$ cat config.mk
export PLATFORM = sky130hd
export DESIGN_NAME = counter_sequencer
export DESIGN_NICKNAME = d
export VERILOG_FILES = /design/src/rtl/counter_seq_pkg.sv /design/src/rtl/up_counter_core.sv /design/src/rtl/counter_sequencer.sv
export SDC_FILE = /design/constraint.sdc
export NUM_CORES = 1
export LEC_CHECK = 0
export CAP_MARGIN = 20
export CORE_MARGIN = 3
export CORE_UTILIZATION = 45
export CTS_BUF_LIST = sky130_fd_sc_hd__clkbuf_4
export DETAILED_ROUTE_END_ITERATION = 7
export MAX_ROUTING_LAYER = met4
export PLACE_DENSITY_LB_ADDON = 0.1
export SLEW_MARGIN = 20
export SYNTH_ARGS = -nofsm -noshare
export SYNTH_HDL_FRONTEND = slang
export SYNTH_SLANG_ARGS = --single-unit
$ cat constraint.sdc
create_clock -name clk -period 1.8 [get_ports clk]
set_clock_uncertainty 0.05 [all_clocks]
set_input_delay 0.36 -clock clk [delete_from_list [all_inputs] [get_ports clk]]
set_output_delay 0.36 -clock clk [all_outputs]
set_load 0.03 [all_outputs]
$ cat src/rtl/counter_seq_pkg.sv
// Shared definitions for the counter sequencer: run-state encoding and its width.
// Optional prescaler is enabled by defining COUNTER_SEQ_PRESCALE_EN.
package counter_seq_pkg;

    localparam int STATE_W = 2;

    typedef enum logic [STATE_W-1:0] {
        S_IDLE  = 2'd0,
        S_RUN   = 2'd1,
        S_PAUSE = 2'd2
    } seq_state_t;

endpackage

$ cat src/rtl/up_counter_core.sv
// Synchronous up-counter datapath: clear (load zero) has priority over increment.
module up_counter_core #(
    parameter int WIDTH = 4
) (
    input  logic             clk,
    input  logic             rst,
    input  logic             clear,
    input  logic             enable,
    output logic [WIDTH-1:0] count
);

    localparam logic [WIDTH-1:0] ONE = {{(WIDTH-1){1'b0}}, 1'b1};

    always_ff @(posedge clk) begin
        if (rst || clear) begin
            count <= '0;
        end else if (enable) begin
            count <= count + ONE;
        end
    end

endmodule

$ cat src/rtl/counter_sequencer.sv
// Run-control sequencer around up_counter_core: start/stop/pause, auto-reload, done pulse.
// Define COUNTER_SEQ_PRESCALE_EN to add the prescale port and slow the advance rate.
module counter_sequencer
    import counter_seq_pkg::*;
#(
    parameter int WIDTH      = 4,
    parameter int PRESCALE_W = 4
) (
    input  logic                  clk,
    input  logic                  rst,
    input  logic                  start,
    input  logic                  stop,
    input  logic                  pause,
    input  logic                  auto_reload,
`ifdef COUNTER_SEQ_PRESCALE_EN
    input  logic [PRESCALE_W-1:0] prescale,
`endif
    input  logic [WIDTH-1:0]      limit,
    output logic [WIDTH-1:0]      count,
    output logic                  busy,
    output logic                  done,
    output logic [STATE_W-1:0]    state
);

    seq_state_t       state_q, next_state;
    logic [WIDTH-1:0] limit_q;
    logic             next_done;
    logic             load_limit;
    logic             ctr_clear;
    logic             ctr_enable;
    logic             pre_clear;
    logic             pre_run;
    logic             tick;
    logic [WIDTH:0]   count_plus;

    assign count_plus = {1'b0, count} + {{WIDTH{1'b0}}, 1'b1};

`ifdef COUNTER_SEQ_PRESCALE_EN
    logic [PRESCALE_W-1:0] pre_q;
    localparam logic [PRESCALE_W-1:0] PRE_ONE = {{(PRESCALE_W-1){1'b0}}, 1'b1};

    assign tick = (pre_q == prescale);

    // Prescaler only counts while actively running; it holds through PAUSE.
    always_ff @(posedge clk) begin
        if (rst || pre_clear) begin
            pre_q <= '0;
        end else if (pre_run) begin
            pre_q <= tick ? '0 : pre_q + PRE_ONE;
        end
    end
`else
    logic [PRESCALE_W-1:0] unused_prescale;
    logic                  unused_pre_ctl;

    assign unused_prescale = '0;
    assign unused_pre_ctl  = pre_clear ^ pre_run;
    assign tick            = 1'b1;
`endif

    always_ff @(posedge clk) begin
        if (rst) begin
            state_q <= S_IDLE;
            limit_q <= '0;
            done    <= 1'b0;
        end else begin
            state_q <= next_state;
            done    <= next_done;
            if (load_limit) begin
                limit_q <= limit;
            end
        end
    end

    always_comb begin
        next_state = state_q;
        next_done  = 1'b0;
        load_limit = 1'b0;
        ctr_clear  = 1'b0;
        ctr_enable = 1'b0;
        pre_clear  = 1'b0;
        pre_run    = 1'b0;
        unique case (state_q)
            S_IDLE: begin
                if (start && !stop) begin
                    load_limit = 1'b1;
                    ctr_clear  = 1'b1;
                    pre_clear  = 1'b1;
                    if (limit == '0) begin
                        next_done = 1'b1;
                    end else begin
                        next_state = S_RUN;
                    end
                end
            end
            S_RUN, S_PAUSE: begin
                if (stop) begin
                    next_state = S_IDLE;
                    pre_clear  = 1'b1;
                end else if (pause) begin
                    next_state = S_PAUSE;
                end else begin
                    next_state = S_RUN;
                    pre_run    = 1'b1;
                    if (tick) begin
                        // Sitting at the limit only happens after an auto-reload terminal.
                        if (count == limit_q) begin
                            ctr_clear = 1'b1;
                            next_done = (limit_q == '0);
                        end else begin
                            ctr_enable = 1'b1;
                            if (count_plus == {1'b0, limit_q}) begin
                                next_done = 1'b1;
                                if (!auto_reload) begin
                                    next_state = S_IDLE;
                                end
                            end
                        end
                    end
                end
            end
            default: begin
                next_state = S_IDLE;
            end
        endcase
    end

    up_counter_core #(
        .WIDTH(WIDTH)
    ) u_core (
        .clk   (clk),
        .rst   (rst),
        .clear (ctr_clear),
        .enable(ctr_enable),
        .count (count)
    );

    assign busy  = (state_q != S_IDLE);
    assign state = state_q;

endmodule

==> results of run 1 <==
metal layers:
layer / GRT usage / part of all wire
met5: - / 0
met4: 0.0682 / 0.0079
met3: 0.0391 / 0.052
met2: 0.266 / 0.48
met1: 0.252 / 0.46
Yosys cell counts, types with 2 or more instances:
master,instances,area share
a21oi_1,3,0.021
ha_1,3,0.052
xor2_2,2,0.045
o21ai_0,3,0.021
or3_1,2,0.017
dfxtp_1,11,0.30
inv_1,3,0.016
nand3b_1,2,0.021
xor2_1,5,0.060
mux2i_1,6,0.083
nor2_1,11,0.057
nand3_1,2,0.014
power by group through the flow:
stage / Clock [W] / Combinational, W / Sequential [W]
final: 0.000183 / 0.000128 / 0.000261
after global routing: 0.000201 / 0.000139 / 0.000262
after global placement: 0 / 0.000123 / 0.000266
after CTS: 0.000194 / 0.000126 / 0.000261
after detailed placement: 0 / 0.000125 / 0.000266
after floorplan: 0 / 0.0000705 / 0.000269
final cells by class:
cell class / instances / share of cell area
multi-input cells: 60 / 0.497
flip-flops and latches: 11 / 0.225
repair buffers: 23 / 0.218
clock buffers: 4 / 0.0301
well taps: 15 / 0.0188
inverters: 3 / 0.0113
timing repair:
| action | CTS | global route |
|---|---|---|
| hold endpoints to repair | 0 | 0 |
| setup buffers | 0 | 0 |
| gates resized for setup | 2 | 5 |
| endpoints found under the setup margin | 2 | 7 |
| gates cloned | 0 | 0 |
path summary, 6_finish.rpt:
| kind | from | to | slack, ns | cells past startpoint |
|---|---|---|---|---|
| min | u_core.count[3]$_SDFFE_PP0P_ | u_core.count[3]$_SDFFE_PP0P_ | 0.50 | 2 |
| max reg2reg | u_core.count[1]$_SDFFE_PP0P_ | done$_SDFF_PP0_ | 0.12 | 5 |
| max | u_core.count[1]$_SDFFE_PP0P_ | count[1] | 0.07 | 1 |
| min reg2reg | u_core.count[3]$_SDFFE_PP0P_ | u_core.count[3]$_SDFFE_PP0P_ | 0.50 | 2 |
through the flow:
stage / utilization / setup WS [ns] / setup TNS [ns]
after floorplan: - / 0.00300 / 0
after global placement: 0.682 / -0.0980 / -0.179
after detailed placement: 0.682 / -0.158 / -0.328
after CTS: 0.702 / 0.000374 / 0
after global routing: 0.713 / 0.0186 / 0
final: 0.713 / 0.0652 / 0
flip-flops by register name, indices dropped and copies added, names as in the netlist:
signal,cells
limit_q,4
u_core.count,4
state,2
done,1
cells by family after synthesis:
| kind of cell | Yosys count | share of synthesized area |
|---|---|---|
| multiplexers | 6 | 0.0829 |
| AO/OA/AOI/OAI | 13 | 0.145 |
| adder cells (fa/ha/maj) | 3 | 0.0518 |
| flip-flops | 11 | 0.304 |
| XOR/XNOR | 8 | 0.117 |
| AND/OR/NAND/NOR | 30 | 0.278 |
| buffers and inverters | 4 | 0.0207 |
==> reports/summary.txt, run 1 <==
==========================================================================================
Floorplan die width                                                                46.1 µm
Final-report max-slew violation count                                                    0
Critical Path End Type                                                        primary output
Clock edge transition at the registers on the reported setup and hold paths        0.06 ns
Detailed placer's ending HPWL                                                      1300 µm
Crit path max-delay cell type                                                 clkdlybuf4s50_1
Number of enable-type register cells in the synthesized netlist                          0
Vias in the first global route                                                         582
Number of synthesized register bits                                                     11
Count of final setup violators                                                           0
Final routed wirelength across all metal layers                                    1640 µm
Net Switching                                                                   0.000156 W
Sequential share of power                                                            0.457
Clock latency at the later pin of the worst-skew pair                              0.27 ns
Ordered list of cells on the worst path                                       clkdlybuf4s50_1
Buffer cell driving the clock tree root                                           clkbuf_4
Most used cells in the layout excluding fill and tap cells                    11 x nor2_1, 11 x clkdlybuf4s50_1, 8 x dfxtp_1
Count of mapped cells out of synthesis                                                  75
Critical path's largest stage delay                                                0.69 ns
Sequential cell area                                                               224 µm²
Worst hold-check slack                                                            0.503 ns
Synthesized area per cell                                                         9.66 µm²
Count of placed standard cells in the final layout, fillers left out                   116
Leakage Power                                                                     0.493 nW
CTS H-Tree Depth                                                                         1
Power, Total                                                                    0.000572 W
Final period util                                                                    0.964
Total global-route track usage                                                       0.185
Routed length per placed instance                                                  14.1 µm
Vias per std cell                                                                     5.46
Final global-route overflow total                                                        0
Combined area of all synthesized cells                                             724 µm²
I/O pin cnt                                                                             18
Required time at the endpoint of the critical path                                 1.39 ns
Number of buffers on the longest clock path                                              2
Async S/R FF share, synth                                                                0
Number of distinct library cells after synthesis                                        34
Floorplan Core Area                                                            0.00140 mm²
Row Count                                                                               13
Clock Sink Count                                                                        11
Unrepaired setup endpoints after global routing                                      false
Element type at the critical path start                                               flop
Post-route design area                                                             997 µm²
Count of synthesis-stage warnings from yosys                                             0
Shortest clock period the worst path allows after layout                           1.73 ns
Min-delay worst type                                                          flop to flop
Total of max-cap violations                                                              0
Global-route wire length before repair                                             2700 µm
Number of buffers inserted during clock tree synthesis                                   3
First drt pass iteration count                                                           4
Ratio of total power to cell area                                               574 mW/mm²
Ratio of cells with drive above 1 in the final layout                                0.218
Data arrival time of the critical path                                             1.32 ns
Internal power                                                                  0.000416 W
Maximum number of pins on one net before global-route repair                             9
Power share of the combinational group                                               0.223
Hold buffer count at CTS                                                                 0
Multi-input logic area                                                             495 µm²
Vertical die dimension                                                             46.1 µm
Switching power share of the total                                                   0.272
Post-placement cell area                                                           955 µm²
Initial standard-cell utilization of the core                                        0.518
Syn_nets                                                                                88
Number of antenna violations at the first check in global routing                        0
Total number of vias                                                                   633
Pin slew with the least headroom to its limit                                     0.380 ns
Count of antenna diodes in the layout                                                    0
Number of buffers added on ports                                                        17
Run status                                                                       completed
Final-stage net count                                                                  115
Area growth, synth to finish                                                         37.7%
First DRT Iteration DRCs                                                                18
Highest net fanout along the worst path                                                  5
Rel. slew slack                                                                      0.746
Final estimated routing congestion in global placement                               0.715
Count of buffer and inverter cells on the critical path                                  1
TritonCTS clock tree                                                                   yes
Number of hold-slack violations in the final timing report                               0
Worst-case vdd ir drop                                                            0.436 mV
Sequential cell area fraction in the yosys report                                    0.304
Clock network fraction of total power                                                0.321
Top cell family by delay on the critical path                                 buffers and inverters
Number of antenna-violating nets in the routed design                                    0
Max frequency                                                                    0.576 GHz
Start-to-end type of the worst setup path                                     flop to primary output
DRC errors left                                                                          0
Placed cells                                                                           112
Die footprint                                                                  0.00213 mm²
Number of fillers in the final layout                                                  115
Synth Flop Type                                                                    dfxtp_1
==========================================================================================
Note: power is estimated with default switching activity, not from simulation.
==> inputs of run 2 (changes only) <==
Settings changed: ABC_AREA set to 1.
==> run 2 against run 1 <==
Effect of this change:
- combinational power increased by 41%
- flip-flop and latch count unchanged
- non-clock buffer count decreased by 3
==> reports/summary.txt, run 2 <==
==========================================================================================
Number of antenna-violating nets in the routed design                                    0
Power, Total                                                                    0.000637 W
Ratio of cells with drive above 1 in the final layout                                0.153
Routed length per placed instance                                                  11.3 µm
Floorplan Core Area                                                            0.00140 mm²
Cell types with the highest counts after synthesis                            28 x nand2_1, 12 x inv_1, 11 x dfxtp_1
Top cell family by delay on the critical path                                 buffers and inverters
Final routed wirelength across all metal layers                                    1650 µm
Worst-case vdd ir drop                                                            0.417 mV
Biggest area consumer among synthesized cells                                      dfxtp_1
Number of distinct library cells after synthesis                                        21
Count of buffer and inverter cells on the critical path                                  3
Critical path's largest stage delay                                                0.40 ns
Floorplan die width                                                                45.9 µm
Total global-route track usage                                                       0.198
Sequential cell area fraction in the yosys report                                    0.308
Post-Route Setup TNS                                                                  0 ns
Min-delay worst type                                                          flop to flop
Syn_nets                                                                               120
Final-stage net count                                                                  145
CTS H-Tree Depth                                                                         1
I/O pin cnt                                                                             18
Run status                                                                       completed
First drt pass iteration count                                                           6
Number of synthesized register bits                                                     11
Final period util                                                                    0.958
Total of max-cap violations                                                              0
Total of cells resized after clock tree synthesis                                        6
Most frequent standard cell in the layout excluding fill and tap cells             nand2_1
Clock latency at the later pin of the worst-skew pair                              0.27 ns
Element type at the critical path start                                               flop
DRC errors left                                                                          0
Top Metal Used                                                                        met4
Required time at the endpoint of the critical path                                 1.39 ns
Global-route wire length before repair                                             2860 µm
Critical Path End Type                                                        primary output
Number of buffers inserted during clock tree synthesis                                   3
Top-count cell post-synth                                                          nand2_1
Most used cells in the layout excluding fill and tap cells                    28 x nand2_1, 12 x inv_1, 11 x dfxtp_1, 11 x clkdlybuf4s50_1, 10 x nor2_1
Shortest clock period the worst path allows after layout                           1.72 ns
Clock edge transition at the registers on the reported setup and hold paths        0.07 ns
Wire length on met2                                                                 738 µm
WL met1                                                                             786 µm
Maximum number of pins on one net before global-route repair                             9
Synth top area share                                                                 0.308
Total number of vias                                                                   754
Ordered list of cells on the worst path                                       inv_1 -> ha_1 -> inv_2 -> dlygate4sd2_1
Vertical die dimension                                                             45.9 µm
Crit path max-delay cell type                                                 dlygate4sd2_1
Data arrival time of the critical path                                             1.31 ns
Combined area of all synthesized cells                                             716 µm²
Final global-route overflow total                                                        0
Number of buffers added on ports                                                        17
Rel. slew slack                                                                      0.769
Setup WS pre-CTS                                                                 0.0921 ns
Start-to-end type of the worst setup path                                     flop to primary output
Async S/R FF share, synth                                                                0
Count of synthesis-stage warnings from yosys                                             0
TritonCTS clock tree                                                                   yes
Synthesized area per cell                                                         6.69 µm²
Hold buffer count at CTS                                                                 0
Final-report max-slew violation count                                                    0
Number of hold-slack violations in the final timing report                               0
Die footprint                                                                  0.00210 mm²
Leakage Power                                                                     0.460 nW
Count of final setup violators                                                           0
Worst hold-check slack                                                            0.442 ns
Highest net fanout along the worst path                                                  4
Clock Sink Count                                                                        11
Metal3 WL                                                                            97 µm
Synth Flop Type                                                                    dfxtp_1
Unrepaired setup endpoints after global routing                                      false
Max frequency                                                                    0.580 GHz
Ratio of total power to cell area                                               671 mW/mm²
Count of antenna diodes in the layout                                                    0
Number of antenna violations at the first check in global routing                        0
Cells taking the most area after synthesis                                    dfxtp_1 31%, nand2_1 15%, nand3_1 6.3%
Number of buffers on the longest clock path                                              2
Worst-case register-to-register setup slack                                        0.21 ns
Count of mapped cells out of synthesis                                                 107
Area growth, synth to finish                                                         32.7%
Vias per std cell                                                                     5.16
Row Count                                                                               13
Detailed placer's ending HPWL                                                      1310 µm
Vias in the first global route                                                         708
Final estimated routing congestion in global placement                               0.846
Core Util, Final                                                                     0.679
First DRT Iteration DRCs                                                                23
Initial standard-cell utilization of the core                                        0.512
Number of enable-type register cells in the synthesized netlist                          0
Min setup slack post-route                                                       0.0764 ns
Pin slew with the least headroom to its limit                                     0.343 ns
Setup repair bufs after CTS                                                              0
Buffer cell driving the clock tree root                                           clkbuf_4
==========================================================================================
==> run 2: worst register-to-register path, cell delays in order (launching register included) <==
cell and delay, ns:
dfxtp_1 0.47, ha_1 0.31, inv_1 0.07, nand2_1 0.04, nand2_1 0.05, nand3_1 0.07, nor2_1 0.13, nand2_1 0.06
nand2_1 0.06, o211ai_1 0.08, a21oi_1 0.14
==> run 2: layout make-up <==
type | instances | area (µm²)
timing repair buffer | 20 | 185
clock buffer | 4 | 30.0
sequential | 11 | 220
multi-input combinational | 80 | 435
tap | 15 | 18.8
fill | 126 | 449
inverter | 16 | 60.1
==> run 2: stage by stage <==
step,std cells,instance area [µm²]
6_report,146,950
5_1_grt,146,950
4_1_cts,146,950
3_5_place_dp,142,927
3_3_place_gp,142,927
2_1_floorplan,107,716
==> run 2: cells by family after synthesis <==
group / synth area share
AO/OA/AOI/OAI: 0.117
XOR/XNOR: 0.0490
adder cells (fa/ha/maj): 0.0525
buffers and inverters: 0.0839
flip-flops: 0.308
AND/OR/NAND/NOR: 0.390
==> run 2: power breakdown <==
group	total [W]	internal, W	leakage (nW)	switching [W]
sequential	0.000270	0.000257	0.0896	0.0000130
clock	0.000187	0.000101	0.0184	0.0000858
combinational	0.000180	0.0000719	0.352	0.000108
total	0.000637	0.000430	0.460	0.000207
==> run 2: final timing paths <==
kind / from / endpoint / cells after the start
setup reg to reg: u_core.count[0]$_SDFFE_PP0P_ / done$_SDFF_PP0_ / 10
setup / recovery: state[0]$_SDFFE_PP0P_ / busy / 4
hold reg to reg: limit_q[0]$_SDFFE_PP0P_ / limit_q[0]$_SDFFE_PP0P_ / 2
hold / removal: limit_q[0]$_SDFFE_PP0P_ / limit_q[0]$_SDFFE_PP0P_ / 2
==> run 2: routing by layer <==
| layer | vias to the layer above | track usage |
|---|---|---|
| li1 | 393 | - |
| met1 | 333 | 0.241 |
| met2 | 23 | 0.280 |
| met3 | 5 | 0.0711 |
| met4 | 0 | 0.102 |
| met5 | - | - |
==> inputs of run 3 (changes only) <==
Settings changed: RECOVER_POWER set to 100.
==> run 3 against run 2 <==
Effect of this change:
- worst hold slack about the same
- global-route usage is the same
- non-clock buffer count unchanged
- largest power group unchanged
- first-iteration DRC count is 4.3% higher
- critical path type unchanged
- register-to-register slack hardly changed
- highest routed layer unchanged
- setup slack better by 0.0025 ns
- sequential power about the same
- flip-flop and latch count unchanged
- critical path depth unchanged
- sequential share of layout area increased by 0.37 points
==> reports/summary.txt, run 3 (synthesis results as in run 2) <==
==========================================================================================
First DRT Iteration DRCs                                                                24
Clock Sink Count                                                                        11
Power, Total                                                                    0.000630 W
Row Count                                                                               13
Number of hold-slack violations in the final timing report                               0
Final period util                                                                    0.956
Floorplan die width                                                                45.9 µm
Routed length per placed instance                                                  11.3 µm
Pin slew with the least headroom to its limit                                     0.342 ns
Total global-route track usage                                                       0.198
Cells on worst reg2reg path                                                             11
Setup repair bufs after CTS                                                              0
Multi-input logic area                                                             428 µm²
DRC errors left                                                                          0
Detailed placer's ending HPWL                                                      1310 µm
Start-to-end type of the worst setup path                                     flop to primary output
Terminating pin of the worst hold path                                        limit_q[0]$_SDFFE_PP0P_
Run status                                                                       completed
Worst-case register-to-register setup slack                                        0.20 ns
Clock edge transition at the registers on the reported setup and hold paths        0.07 ns
Endpoint of the lowest-slack register-to-register path                        state[0]$_SDFFE_PP0P_
Vias per std cell                                                                     5.17
Clock latency at the later pin of the worst-skew pair                              0.27 ns
Highest net fanout along the worst path                                                  4
I/O pin cnt                                                                             18
Number of buffers on the longest clock path                                              2
Required time at the endpoint of the critical path                                 1.39 ns
Shortest clock period the worst path allows after layout                           1.72 ns
Vertical die dimension                                                             45.9 µm
Buffer cell driving the clock tree root                                           clkbuf_4
Number of buffers inserted during clock tree synthesis                                   3
Data arrival time of the critical path                                             1.31 ns
Ordered list of cells on the worst path                                       inv_1 -> ha_1 -> inv_2 -> dlygate4sd2_1
Startpoint of the lowest-slack hold path                                      limit_q[0]$_SDFFE_PP0P_
Total number of vias                                                                   755
Leakage Power                                                                     0.451 nW
TritonCTS clock tree                                                                   yes
Post-Route Setup TNS                                                                  0 ns
Min-delay worst type                                                          flop to flop
Maximum number of pins on one net before global-route repair                             9
Hold Path Depth                                                                          2
Final-stage net count                                                                  145
Unrepaired setup endpoints after global routing                                      false
CTS H-Tree Depth                                                                         1
Final-report max-slew violation count                                                    0
Number of antenna violations at the first check in global routing                        0
First drt pass iteration count                                                           6
Hold buffer count at CTS                                                                 0
Final routed wirelength across all metal layers                                    1650 µm
Number of antenna-violating nets in the routed design                                    0
Final global-route overflow total                                                        0
Total of max-cap violations                                                              0
Count of antenna diodes in the layout                                                    0
Critical R2R Launch                                                           u_core.count[0]$_SDFFE_PP0P_
Crit path max-delay cell type                                                 dlygate4sd2_1
Ratio of cells with drive above 1 in the final layout                                0.107
Max frequency                                                                    0.581 GHz
Number of buffers added on ports                                                        17
Vias in the first global route                                                         708
Count of buffer and inverter cells on the critical path                                  3
Most frequent standard cell in the layout excluding fill and tap cells             nand2_1
Area growth, synth to finish                                                         30.6%
Ratio of total power to cell area                                               674 mW/mm²
Count of final setup violators                                                           0
Final estimated routing congestion in global placement                               0.846
Number of fillers in the final layout                                                  129
Critical Path End Type                                                        primary output
Worst-case vdd ir drop                                                            0.415 mV
Initial standard-cell utilization of the core                                        0.512
Most used cells in the layout excluding fill and tap cells                    29 x nand2_1, 14 x inv_1, 11 x dfxtp_1
Sequential cell area                                                               220 µm²
Rel. slew slack                                                                      0.770
Global-route wire length before repair                                             2860 µm
Top cell family by delay on the critical path                                 buffers and inverters
Die footprint                                                                  0.00210 mm²
Element type at the critical path start                                               flop
Floorplan Core Area                                                            0.00140 mm²
Critical path's largest stage delay                                                0.40 ns
==========================================================================================
-- run 3: per-layer routing --
layer,global-route usage,vias up,part of all wire
met5,-,-,0
met4,0.102,0,0.016
met3,0.0711,5,0.059
met2,0.280,23,0.45
met1,0.241,335,0.48
li1,-,392,-
-- run 3: stage by stage --
stage	utilization	hold slack, ns	worst slack (ns)	cell area [µm²]	instances
after global placement	0.663	0.422	0.0985	927	142
after detailed placement	0.663	0.436	0.0921	927	142
after CTS	0.679	0.446	0.0624	950	146
final	0.668	0.442	0.0789	935	146
after floorplan	-	0.379	0.151	716	107
after global routing	0.668	0.469	0.00213	935	146
-- run 3: area by class of cell --
cell class / instances / area share
Clock buffer: 4 / 0.0321
Multi-Input combinational cell: 80 / 0.458
Sequential cell: 11 / 0.236
Timing Repair Buffer: 20 / 0.190
Tap cell: 15 / 0.0201
Inverter: 16 / 0.0643
-- run 3: worst max-delay path by stage --
stage	start	endpoint	slack (ns)	depth (start not counted)
finish	state[0]$_SDFFE_PP0P_	busy	0.08	4
global route	u_core.count[0]$_SDFFE_PP0P_	done$_SDFF_PP0_	0.002	10
CTS	state[0]$_SDFFE_PP0P_	busy	0.06	4
detailed placement	state[0]$_SDFFE_PP0P_	busy	0.09	4
global placement	state[0]$_SDFFE_PP0P_	busy	0.1	4
floorplan	state[0]$_SDFFE_PP0P_	u_core.count[2]$_SDFFE_PP0P_	0.15	9
-- run 3: what timing repair did --
item,in CTS,in global routing
resized for setup,6,0
endpoints found under the hold margin,0,0
endpoints found under the setup margin,6,0
-- run 3: tightest hold or removal path: stages, from the launching register on --
cell and delay (ns):
dfxtp_1 0.33, inv_1 0.07, a21oi_1 0.06
-- run 3: where the power goes --
group	internal (W)	switching [W]	total, W	leakage (nW)
registers	0.000257	0.0000130	0.000270	0.0896
clock network	0.000101	0.0000850	0.000186	0.0184
logic	0.0000674	0.000107	0.000174	0.343
total	0.000425	0.000205	0.000630	0.451
